[src/rtl/wavegen_nco_if.sv]
// wavegen_nco_if: bus bundle for the NCO waveform generator.
//   Configuration : freqWord, duty, waveSelector, cfgLoad (in), cfgBusy (out)
//   External ROM  : romAddr (out), romIn (in, asynchronous read)
//   Sample output : dataOut, dataValid, wrapPulse (out)
//   amplitude     : output scale, present only when WAVEGEN_AMP_EN is defined
// slave modport is the generator side, master modport is the driving side.
interface wavegen_nco_if #(
    parameter int unsigned DATA_W  = 8,
    parameter int unsigned PHASE_W = 16,
    parameter int unsigned ROM_AW  = 8
);
    logic [PHASE_W-1:0] freqWord;
    logic [DATA_W-1:0]  duty;
    logic [2:0]         waveSelector;
    logic               cfgLoad;
    logic               cfgBusy;
    logic [ROM_AW-1:0]  romAddr;
    logic [DATA_W-1:0]  romIn;
`ifdef WAVEGEN_AMP_EN
    logic [DATA_W-1:0]  amplitude;
`endif
    logic [DATA_W-1:0]  dataOut;
    logic               dataValid;
    logic               wrapPulse;

`ifdef WAVEGEN_AMP_EN
    modport slave (
        input  freqWord, duty, waveSelector, cfgLoad, romIn, amplitude,
        output cfgBusy, romAddr, dataOut, dataValid, wrapPulse
    );
    modport master (
        output freqWord, duty, waveSelector, cfgLoad, romIn, amplitude,
        input  cfgBusy, romAddr, dataOut, dataValid, wrapPulse
    );
`else
    modport slave (
        input  freqWord, duty, waveSelector, cfgLoad, romIn,
        output cfgBusy, romAddr, dataOut, dataValid, wrapPulse
    );
    modport master (
        output freqWord, duty, waveSelector, cfgLoad, romIn,
        input  cfgBusy, romAddr, dataOut, dataValid, wrapPulse
    );
`endif
endinterface

[src/rtl/wavegen_nco.sv]
// wavegen_nco: numerically-controlled waveform generator.
// A phase accumulator advanced by a frequency word drives sawtooth, square
// (programmable duty), triangle, inverse sawtooth and external-ROM waveforms.
// Configuration is double-buffered: cfgLoad captures into pending registers,
// which are copied to the active set only at a phase wrap (or immediately when
// the active frequency is zero), so output periods are never cut short.
// Ports:
//   clk  - system clock, rising edge
//   rst  - synchronous active-low reset
//   bus  - wavegen_nco_if.slave (config, ROM, sample output, optional amplitude)
// Build option: WAVEGEN_AMP_EN adds an amplitude scaling stage
//   (dataOut = sample * (amplitude+1) >> DATA_W) and one cycle of latency.
module wavegen_nco #(
    parameter int unsigned DATA_W  = 8,
    parameter int unsigned PHASE_W = 16,
    parameter int unsigned ROM_AW  = 8
) (
    input  logic          clk,
    input  logic          rst,
    wavegen_nco_if.slave  bus
);

    typedef enum logic {
        ST_IDLE,
        ST_PEND
    } cfg_state_e;

    localparam logic [DATA_W-1:0] DUTY_RST = {1'b1, {(DATA_W-1){1'b0}}};

    logic [PHASE_W-1:0] phase_q,     phase_d;
    logic [PHASE_W-1:0] act_freq_q,  act_freq_d;
    logic [DATA_W-1:0]  act_duty_q,  act_duty_d;
    logic [2:0]         act_sel_q,   act_sel_d;
    logic [PHASE_W-1:0] pend_freq_q, pend_freq_d;
    logic [DATA_W-1:0]  pend_duty_q, pend_duty_d;
    logic [2:0]         pend_sel_q,  pend_sel_d;
    cfg_state_e         state_q,     state_d;
    logic [DATA_W-1:0]  data_q,      data_d;
    logic               valid_q,     valid_d;
    logic               wrap_q,      wrap_d;
`ifdef WAVEGEN_AMP_EN
    logic [DATA_W-1:0]  stage_q,     stage_d;
    logic               stage_vld_q, stage_vld_d;
    logic [DATA_W:0]    amp_p1;
    logic [2*DATA_W:0]  product;
`endif

    logic [PHASE_W:0]   sum;
    logic               carry;
    logic [DATA_W-1:0]  p;
    logic [DATA_W-1:0]  tri_up;
    logic [DATA_W-1:0]  sample;

    // Waveform sample from the current phase register and active config.
    always_comb begin
        p      = phase_q[PHASE_W-1 -: DATA_W];
        tri_up = {p[DATA_W-2:0], 1'b0};
        sample = '0;
        unique case (act_sel_q)
            3'b000:  sample = p;
            3'b001:  sample = (p < act_duty_q) ? '1 : '0;
            3'b010:  sample = p[DATA_W-1] ? ~tri_up : tri_up;
            3'b011:  sample = ~p;
            3'b110:  sample = bus.romIn;
            default: sample = '0;
        endcase
    end

    always_comb begin
        sum     = {1'b0, phase_q} + {1'b0, act_freq_q};
        carry   = sum[PHASE_W];
        phase_d = sum[PHASE_W-1:0];
        wrap_d  = carry;

        act_freq_d  = act_freq_q;
        act_duty_d  = act_duty_q;
        act_sel_d   = act_sel_q;
        pend_freq_d = pend_freq_q;
        pend_duty_d = pend_duty_q;
        pend_sel_d  = pend_sel_q;
        state_d     = state_q;

        unique case (state_q)
            ST_IDLE: begin
                if (bus.cfgLoad) begin
                    pend_freq_d = bus.freqWord;
                    pend_duty_d = bus.duty;
                    pend_sel_d  = bus.waveSelector;
                    state_d     = ST_PEND;
                end
            end
            ST_PEND: begin
                // A stopped accumulator never wraps, so apply straight away.
                if (carry || (act_freq_q == '0)) begin
                    act_freq_d = pend_freq_q;
                    act_duty_d = pend_duty_q;
                    act_sel_d  = pend_sel_q;
                    state_d    = ST_IDLE;
                end
            end
            default: state_d = ST_IDLE;
        endcase

`ifdef WAVEGEN_AMP_EN
        stage_d     = sample;
        stage_vld_d = 1'b1;
        // amplitude+1 makes all-ones unity gain; amplitude is sampled live.
        amp_p1      = {1'b0, bus.amplitude} + {{DATA_W{1'b0}}, 1'b1};
        product     = {{(DATA_W+1){1'b0}}, stage_q} * {{DATA_W{1'b0}}, amp_p1};
        data_d      = DATA_W'(product >> DATA_W);
        valid_d     = stage_vld_q;
`else
        data_d      = sample;
        valid_d     = 1'b1;
`endif
    end

    always_ff @(posedge clk) begin
        if (!rst) begin
            phase_q     <= '0;
            act_freq_q  <= '0;
            act_duty_q  <= DUTY_RST;
            act_sel_q   <= '0;
            pend_freq_q <= '0;
            pend_duty_q <= '0;
            pend_sel_q  <= '0;
            state_q     <= ST_IDLE;
            data_q      <= '0;
            valid_q     <= 1'b0;
            wrap_q      <= 1'b0;
`ifdef WAVEGEN_AMP_EN
            stage_q     <= '0;
            stage_vld_q <= 1'b0;
`endif
        end else begin
            phase_q     <= phase_d;
            act_freq_q  <= act_freq_d;
            act_duty_q  <= act_duty_d;
            act_sel_q   <= act_sel_d;
            pend_freq_q <= pend_freq_d;
            pend_duty_q <= pend_duty_d;
            pend_sel_q  <= pend_sel_d;
            state_q     <= state_d;
            data_q      <= data_d;
            valid_q     <= valid_d;
            wrap_q      <= wrap_d;
`ifdef WAVEGEN_AMP_EN
            stage_q     <= stage_d;
            stage_vld_q <= stage_vld_d;
`endif
        end
    end

    assign bus.cfgBusy   = (state_q == ST_PEND);
    assign bus.romAddr   = phase_q[PHASE_W-1 -: ROM_AW];
    assign bus.dataOut   = data_q;
    assign bus.dataValid = valid_q;
    assign bus.wrapPulse = wrap_q;

endmodule

[src/flat_wrapper.sv]
// flat-port wrapper written by rule: the top's interface ports become plain ports
module wavegen_nco_flat 
#(
    parameter int unsigned DATA_W  = 8,
    parameter int unsigned PHASE_W = 16,
    parameter int unsigned ROM_AW  = 8
)
  (clk, rst, bus_freqWord, bus_duty, bus_waveSelector, bus_cfgLoad, bus_romIn, bus_cfgBusy, bus_romAddr, bus_dataOut, bus_dataValid, bus_wrapPulse);
  wavegen_nco_if #(.DATA_W(DATA_W), .PHASE_W(PHASE_W), .ROM_AW(ROM_AW)) bus_i ();
  input  logic clk;
  input  logic rst;
  input wire logic [$bits(bus_i.freqWord)-1:0] bus_freqWord;
  input wire logic [$bits(bus_i.duty)-1:0] bus_duty;
  input wire logic [$bits(bus_i.waveSelector)-1:0] bus_waveSelector;
  input wire logic [$bits(bus_i.cfgLoad)-1:0] bus_cfgLoad;
  input wire logic [$bits(bus_i.romIn)-1:0] bus_romIn;
  output wire logic [$bits(bus_i.cfgBusy)-1:0] bus_cfgBusy;
  output wire logic [$bits(bus_i.romAddr)-1:0] bus_romAddr;
  output wire logic [$bits(bus_i.dataOut)-1:0] bus_dataOut;
  output wire logic [$bits(bus_i.dataValid)-1:0] bus_dataValid;
  output wire logic [$bits(bus_i.wrapPulse)-1:0] bus_wrapPulse;
  assign bus_i.freqWord = bus_freqWord;
  assign bus_i.duty = bus_duty;
  assign bus_i.waveSelector = bus_waveSelector;
  assign bus_i.cfgLoad = bus_cfgLoad;
  assign bus_i.romIn = bus_romIn;
  assign bus_cfgBusy = bus_i.cfgBusy;
  assign bus_romAddr = bus_i.romAddr;
  assign bus_dataOut = bus_i.dataOut;
  assign bus_dataValid = bus_i.dataValid;
  assign bus_wrapPulse = bus_i.wrapPulse;
  wavegen_nco #(.DATA_W(DATA_W), .PHASE_W(PHASE_W), .ROM_AW(ROM_AW)) u_core (.clk(clk), .rst(rst), .bus(bus_i));
endmodule
[config.mk]
export PLATFORM = sky130hd
export DESIGN_NAME = wavegen_nco_flat
export DESIGN_NICKNAME = d
export VERILOG_FILES = /design/src/rtl/wavegen_nco_if.sv /design/src/rtl/wavegen_nco.sv /design/src/flat_wrapper.sv
export SDC_FILE = /design/constraint.sdc
export NUM_CORES = 1
export LEC_CHECK = 0
export BUFFER_PORTS_ARGS = -buffer_cell sky130_fd_sc_hd__buf_4
export CORE_ASPECT_RATIO = 1.5
export CORE_UTILIZATION = 59
export CTS_BUF_LIST = sky130_fd_sc_hd__clkbuf_4
export CTS_CLUSTER_SIZE = 25
export DETAILED_ROUTE_END_ITERATION = 16
export GPL_TIMING_DRIVEN = 0
export HOLD_SLACK_MARGIN = 0.08
export PLACE_DENSITY = 0.82
export SLEW_MARGIN = 20
export SYNTH_ARGS = -nofsm -noshare
export SYNTH_HDL_FRONTEND = slang
export SYNTH_SLANG_ARGS = --single-unit
[constraint.sdc]
create_clock -name clk -period 3.9 [get_ports clk]
set_clock_uncertainty 0.2 [all_clocks]
set_input_delay 0.585 -clock clk [delete_from_list [all_inputs] [get_ports clk]]
set_output_delay 0.585 -clock clk [all_outputs]
set_load 0.03 [all_outputs]
**After elaboration in Yosys (flattened, before gate mapping)**

Cells that the tools add are included.

- Input bits: 38
- Output and inout bits: 19
- Flip-flop bits (word level): 81
- Word-level logic and storage cells: 32

- Reductions and logical operators: 5
- Add/sub/neg operators: 1
- Multiplexer cells: 7
- Eq/ne operators: 4
- Order comparisons: 1
- Bitwise gates (word level): 3

Operators by type and width:

| kind | count |
|---|---|
| $pmux W8 S5 | 1 |
| $add A16 B16 Y17 | 1 |
| $logic_not A16 Y1 | 1 |
| $mux W8 | 2 |
| $not A8 Y8 | 2 |
| $lt A8 B8 Y1 | 1 |
| $eq A3 B2 Y1 const B | 2 |
| $reduce_and A2 Y1 | 2 |
| $eq A3 B1 Y1 const B | 1 |
| $eq A3 B3 Y1 const B | 1 |
| $logic_not A3 Y1 | 1 |
| $mux W1 | 3 |
| $pmux W1 S2 | 1 |
| $logic_or A1 B1 Y1 | 1 |
| $not A1 Y1 | 1 |

**Logic depth before layout (Yosys ltp)**

- Word-level depth: 4
- Gate-level depth with buffers: 9
- Gate-level depth less buffers: 8

**Worst setup path after synthesis**

No wires, ideal clock.

- Kind: register to register
- From: register u_core.act_freq_q[0]
- To: register u_core.act_freq_q[0]
- Cell stages (with the launch flop): 9
- Path buffers: 1
- Arrival: 2340 ps
- Data required time: 3578 ps
- Slack: 1238 ps
- Period minus slack after synthesis: 2662 ps
- Library setup time: 122 ps
- Cell sequence: dfxtp_1 > ha_1 > fa_1 > a21o_1 > a221oi_4 > nor3_2 > o311ai_4 > buf_2 > o21ai_0

- Word-level cells in the longest chain between the ends: 3
- Elaborated cells on any way between the ends: 4
- Classes of those cells: 1 x add/sub; 3 x reduce/logical

RTL lines:

| element | line | source |
|---|---|---|
| start, declared | wavegen_nco.sv:31 | `logic [PHASE_W-1:0] act_freq_q, act_freq_d;` |
| start signal, assigned | wavegen_nco.sv:137 | `act_freq_q <= act_freq_d;` |
| $add A16 B16 Y17 / $logic_not A16 Y1 (equally long branches) | wavegen_nco.sv:70, wavegen_nco.sv:94 |  |
| $logic_or A1 B1 Y1 * | wavegen_nco.sv:94 | `if (carry \|\| (act_freq_q == '0)) begin` |
| $reduce_and A2 Y1 (no line) * | -- |  |

Every way passes the cells marked *; elsewhere a longest branch is shown, timed or not.
A chain may end at the register's enable or synchronous reset.

**Final worst setup path**

- From: register u_core.act_freq_q[0]
- To: register u_core.act_freq_q[8]

Same word-level chain as after synthesis.

==> impl_table.tex <==
\begin{tabular}{lr}
\hline
Metric & Value \\
\hline
\multicolumn{2}{l}{\textbf{GRT}} \\
\quad Antenna violations before repair & 0 \\
\quad Overall Global Routing Usage & 0.2723 \\
\quad Maximum number of pins on one net before global-route repair & 14 \\
\quad Final global-route overflow total & 0 \\
\quad First-pass GRT wire length & 14,280 um \\
\quad Number of global-route vias before repair & 3,223 \\
\multicolumn{2}{l}{\textbf{Floorplanning}} \\
\quad Initial cell density of the core & 0.6078 \\
\quad Placement row count & 36 \\
\quad Die W & 68.51 um \\
\quad Number of top-level pins & 57 \\
\quad Height of the die & 101.8 um \\
\quad Area enclosed by the die boundary & 0.006972 mm\^{}2 \\
\quad Core region area & 0.006441 mm\^{}2 \\
\multicolumn{2}{l}{\textbf{Clocking}} \\
\quad Number of buffers inserted by hold repair at cts & 1 \\
\quad Htree depth & 3 \\
\quad Number of clock sinks seen by CTS & 81 \\
\quad Buffer count from post-CTS setup fixing & 0 \\
\quad Clock tree from TritonCTS & yes \\
\quad Root buffer cell & sky130\_fd\_sc\_hd\_\_clkbuf\_4 \\
\quad PostCTS Resize Cnt & 0 \\
\quad Clock Tree Buf Depth & 2 \\
\quad Clk slew on worst S/H paths & 0.12 ns \\
\quad Clock latency on the worst-skew pair & 0.43 ns \\
\quad Number of CTS-inserted buffers & 9 \\
\multicolumn{2}{l}{\textbf{Min path}} \\
\quad Hold Path Class & in -> reg \\
\quad Min-Delay Path Depth & 3 \\
\quad Worst Hold Launch & bus\_freqWord[3] \\
\quad Worst hold endpoint & u\_core.pend\_freq\_q[3]\$\_SDFFE\_PN0P\_ \\
\multicolumn{2}{l}{\textbf{STA}} \\
\quad Transition time at the pin with the least slew margin & 0.6998 ns \\
\quad Maximum clock frequency & 332.2 MHz \\
\quad Count of pins over their slew limit & 0 \\
\quad Final worst setup slack & 0.8894 ns \\
\quad Hold violation count in the final report & 0 \\
\quad Unrepaired setup endpoints after global routing & no \\
\quad Number of failing setup endpoints in the final timing report & 0 \\
\quad Portion of the clock cycle consumed by the worst path in the final layout & 0.7719 \\
\quad Worst hold slack after final layout & 0.1922 ns \\
\quad Remaining max-slew budget at the tightest pin & 0.5285 \\
\quad Final critical path time including I/O delays and setup & 3.011 ns \\
\quad Total negative slack & 0 ns \\
\multicolumn{2}{l}{\textbf{Drt}} \\
\quad DRC violation count after routing & 0 \\
\quad Wire per inst & 13.79 um \\
\quad Via-per-instance ratio & 5.592 \\
\quad Antenna Nets Post-Route & 0 \\
\quad TritonRoute pass-1 iters & 4 \\
\quad Wirelength, routed & 8728 um \\
\quad Number of violations reported at the end of detailed-routing iteration 0 & 289 \\
\quad Vias post-DR & 3,540 \\
\multicolumn{2}{l}{\textbf{Worst setup path}} \\
\quad Max FO, Critical Path & 10 \\
\quad Max stage delay on crit path & 0.58 ns \\
\quad Type of the worst setup path & reg -> reg \\
\quad Reg2Reg Capture Point & u\_core.act\_freq\_q[8]\$\_SDFFE\_PN0P\_ \\
\quad CP top delay family & compound AO/OA/AOI/OAI gates \\
\quad R2R cell count & 8 \\
\quad Type of origin of the critical path & flip-flop \\
\quad Required time of the worst setup path & 4.01 ns \\
\quad Crit path cell chain & ha\_1 -> fa\_1 -> a21o\_1 -> a221oi\_4 -> nor3\_2 -> o311ai\_4 -> buf\_2 -> o21ai\_0 \\
\quad Count of buffering cells on the critical path with inverters included & 1 \\
\quad R2r setup slk & 0.89 ns \\
\quad Capturing element type of the critical path & flip-flop \\
\quad Arrival time at the worst endpoint & 3.12 ns \\
\quad Worst flop-to-flop path startpoint & u\_core.act\_freq\_q[0]\$\_SDFFE\_PN0P\_ \\
\quad Max stage delay cell, worst path & sky130\_fd\_sc\_hd\_\_o311ai\_4 \\
\multicolumn{2}{l}{\textbf{Placement}} \\
\quad Standard cell area after detailed placement & 0.004431 mm\^{}2 \\
\quad Final HPWL from detailed placement & 6519 um \\
\quad Final RePlAce weighted congestion & 0.8785 \\
\quad Placement-stage worst setup slack & 0.9188 ns \\
\quad Port bufs & 56 \\
\multicolumn{2}{l}{\textbf{Synth}} \\
\quad Dominant cells by area after synthesis & sky130\_fd\_sc\_hd\_\_dfxtp\_1 (41\%), sky130\_fd\_sc\_hd\_\_nand2\_1 (11\%), sky130\_fd\_sc\_hd\_\_ha\_1 (7.4\%), sky130\_fd\_sc\_hd\_\_a21oi\_1 (5.9\%), sky130\_fd\_sc\_hd\_\_o21ai\_0 (4.1\%) \\
\quad Synth Instances & 485 \\
\quad Top flip-flop cell by instance count after synthesis & sky130\_fd\_sc\_hd\_\_dfxtp\_1 \\
\quad Main combinational cell family by area after synthesis & simple AND/OR/NAND/NOR gates \\
\quad Library cell with the highest instance count after synthesis & sky130\_fd\_sc\_hd\_\_nand2\_1 \\
\quad Flip-flop and latch count after synthesis & 81 \\
\quad Number of synthesized flops with an enable pin & 0 \\
\quad Area share of the largest cell type after synthesis & 0.4142 \\
\quad Number of synthesis warnings & 0 \\
\quad Post-synthesis instance area & 0.003915 mm\^{}2 \\
\quad Multiplexer fraction of the synthesized cell area & 0.007990 \\
\quad Sequential-to-total area share from yosys stat & 0.4142 \\
\quad Net Count, Synth & 547 \\
\quad Post-synthesis compound-gate area fraction & 0.1969 \\
\quad Yosys cell types & 46 \\
\quad Post-synth ARST share & 0 \\
\quad Mapped Avg Cell Area & 8.072 um\^{}2 \\
\quad Biggest area consumer among synthesized cells & sky130\_fd\_sc\_hd\_\_dfxtp\_1 \\
\quad Simple-gate share of the synthesized area & 0.2049 \\
\quad Post-Synth Adder-Cell Area & 0.07862 \\
\quad Post-Synth XOR/XNOR Area & 0.03579 \\
\quad Top cells by count, synth & sky130\_fd\_sc\_hd\_\_nand2\_1 (111), sky130\_fd\_sc\_hd\_\_dfxtp\_1 (81), sky130\_fd\_sc\_hd\_\_a21oi\_1 (46) \\
\multicolumn{2}{l}{\textbf{Run status}} \\
\quad Status & complete, no violations \\
\multicolumn{2}{l}{\textbf{Final layout}} \\
\quad Share of layout cells above drive strength 1 & 0.1598 \\
\quad Fillers & 531 \\
\quad Number of nets in the layout & 615 \\
\quad Antenna Cells & 0 \\
\quad Final instance area & 0.004567 mm\^{}2 \\
\quad Fraction of the core area covered by cells at the end of the flow & 0.7090 \\
\quad P\&R area growth vs syn & 16.65\% \\
\multicolumn{2}{l}{\textbf{Pwr}} \\
\quad Power share of the clock group & 0.222 \\
\quad Cell internal power dissipation & 1.382 mW \\
\quad Reg power frac & 0.463 \\
\quad P\_leak & 1.943 nW \\
\quad Peak VDD IR & 390.8 uV \\
\quad Sw Pwr & 0.7525 mW \\
\quad Comb power frac & 0.315 \\
\quad Switching power as a share of total power & 0.3525 \\
\quad Areal power density over the cells & 467.4 mW/mm\^{}2 \\
\multicolumn{2}{l}{\textbf{Job}} \\
\quad Max-cap check violation count & 0 \\
\hline
\end{tabular}
[registers in the layout (all words and copies together) (netlist names), 3 cells and up]
register and flops:
u_core.pend_sel_q 3, u_core.phase_q 16, u_core.act_freq_q 16, u_core.pend_duty_q 8, u_core.act_duty_q 8, u_core.pend_freq_q 16, u_core.bus.dataOut 8, u_core.act_sel_q 3
[layout by cell type, fill, tap and decap left out, types with 2 or more instances in the layout]
master	count
sky130_fd_sc_hd__inv_1	12
sky130_fd_sc_hd__xor2_1	6
sky130_fd_sc_hd__nor2_1	21
sky130_fd_sc_hd__clkbuf_1	22
sky130_fd_sc_hd__a22oi_1	7
sky130_fd_sc_hd__clkbuf_4	9
sky130_fd_sc_hd__and3_1	2
sky130_fd_sc_hd__nand2_1	111
sky130_fd_sc_hd__buf_6	4
sky130_fd_sc_hd__mux2i_1	2
sky130_fd_sc_hd__o21ai_1	9
sky130_fd_sc_hd__a21o_1	8
sky130_fd_sc_hd__dfxtp_1	81
sky130_fd_sc_hd__a21oi_1	46
sky130_fd_sc_hd__nand3_1	31
sky130_fd_sc_hd__o211ai_1	2
sky130_fd_sc_hd__o22ai_1	7
sky130_fd_sc_hd__nor3_1	2
sky130_fd_sc_hd__nand4_1	2
sky130_fd_sc_hd__clkinv_1	2
sky130_fd_sc_hd__ha_1	23
sky130_fd_sc_hd__and2_1	3
sky130_fd_sc_hd__xnor2_1	10
sky130_fd_sc_hd__nor4_1	4
sky130_fd_sc_hd__a31o_2	2
sky130_fd_sc_hd__o21a_1	4
sky130_fd_sc_hd__nor2b_1	2
sky130_fd_sc_hd__buf_4	64
sky130_fd_sc_hd__o21ai_0	32
sky130_fd_sc_hd__nand2b_1	3
sky130_fd_sc_hd__a31oi_1	2
[stage by stage]
step	cells	power (mW)
CTS	633	2.142
global placement	617	1.656
detailed placement	617	1.677
global route	633	2.261
floorplan	485	1.489
finish	633	2.134
[tightest hold or removal path, delay by kind of cell]
family	cells	cell delay [ns]
compound gates	1	0.05
buf+inv	1	0.11
simple gates	1	0.04
[cells by family (layout without fill, tap and decap cells)]
kind of cell,Yosys count,in the layout
compound gates,127,127
xor+xnor,16,16
buf+inv,48,120
simple gates,186,186
mux,3,3
flops,81,81
fa+ha+maj,24,24
[power by group through the flow]
stage	Clock, mW	Combinational, mW	Sequential (mW)
after floorplan	0	0.482	1.01
after global placement	0	0.653	1.00
after detailed placement	0	0.671	1.01
after CTS	0.479	0.675	0.988
after global routing	0.517	0.745	0.999
final	0.473	0.672	0.989
[layer usage]
metal	wire length [um]	share of wire	up-vias	global-route usage
met5	0	0	-	0
met4	187	0.021	0	0.1202
met3	455	0.052	17	0.05856
met2	4383	0.50	109	0.4480
met1	3701	0.42	1605	0.3329
li1	-	-	1809	-
[final cells by class]
cell class | count | area [um^2] | share of cell area
multi-input cells | 356 | 2052 | 0.4493
flip-flops and latches | 81 | 1622 | 0.3551
repair buffers | 57 | 430.4 | 0.09425
plain buffers | 36 | 196.4 | 0.04301
well taps | 76 | 95.09 | 0.02082
clock buffers | 9 | 67.56 | 0.01479
clock inverters | 6 | 58.81 | 0.01288
inverters | 12 | 45.04 | 0.009863
[how the worst max path moves through the flow]
stage	start	to	slack [ns]	cells after the start
final	u_core.act_freq_q[0]$_SDFFE_PN0P_	u_core.act_freq_q[8]$_SDFFE_PN0P_	0.89	8
after global routing	u_core.act_freq_q[0]$_SDFFE_PN0P_	u_core.act_freq_q[7]$_SDFFE_PN0P_	0.74	8
after CTS	u_core.act_freq_q[0]$_SDFFE_PN0P_	u_core.act_freq_q[7]$_SDFFE_PN0P_	0.89	8
after detailed placement	u_core.act_freq_q[0]$_SDFFE_PN0P_	u_core.act_freq_q[4]$_SDFFE_PN0P_	0.92	8
after global placement	u_core.act_freq_q[0]$_SDFFE_PN0P_	u_core.act_sel_q[2]$_SDFFE_PN0P_	0.91	8
after floorplan	u_core.act_freq_q[0]$_SDFFE_PN0P_	u_core.act_freq_q[0]$_SDFFE_PN0P_	1.24	8
Power figures use the tool's default switching activity.
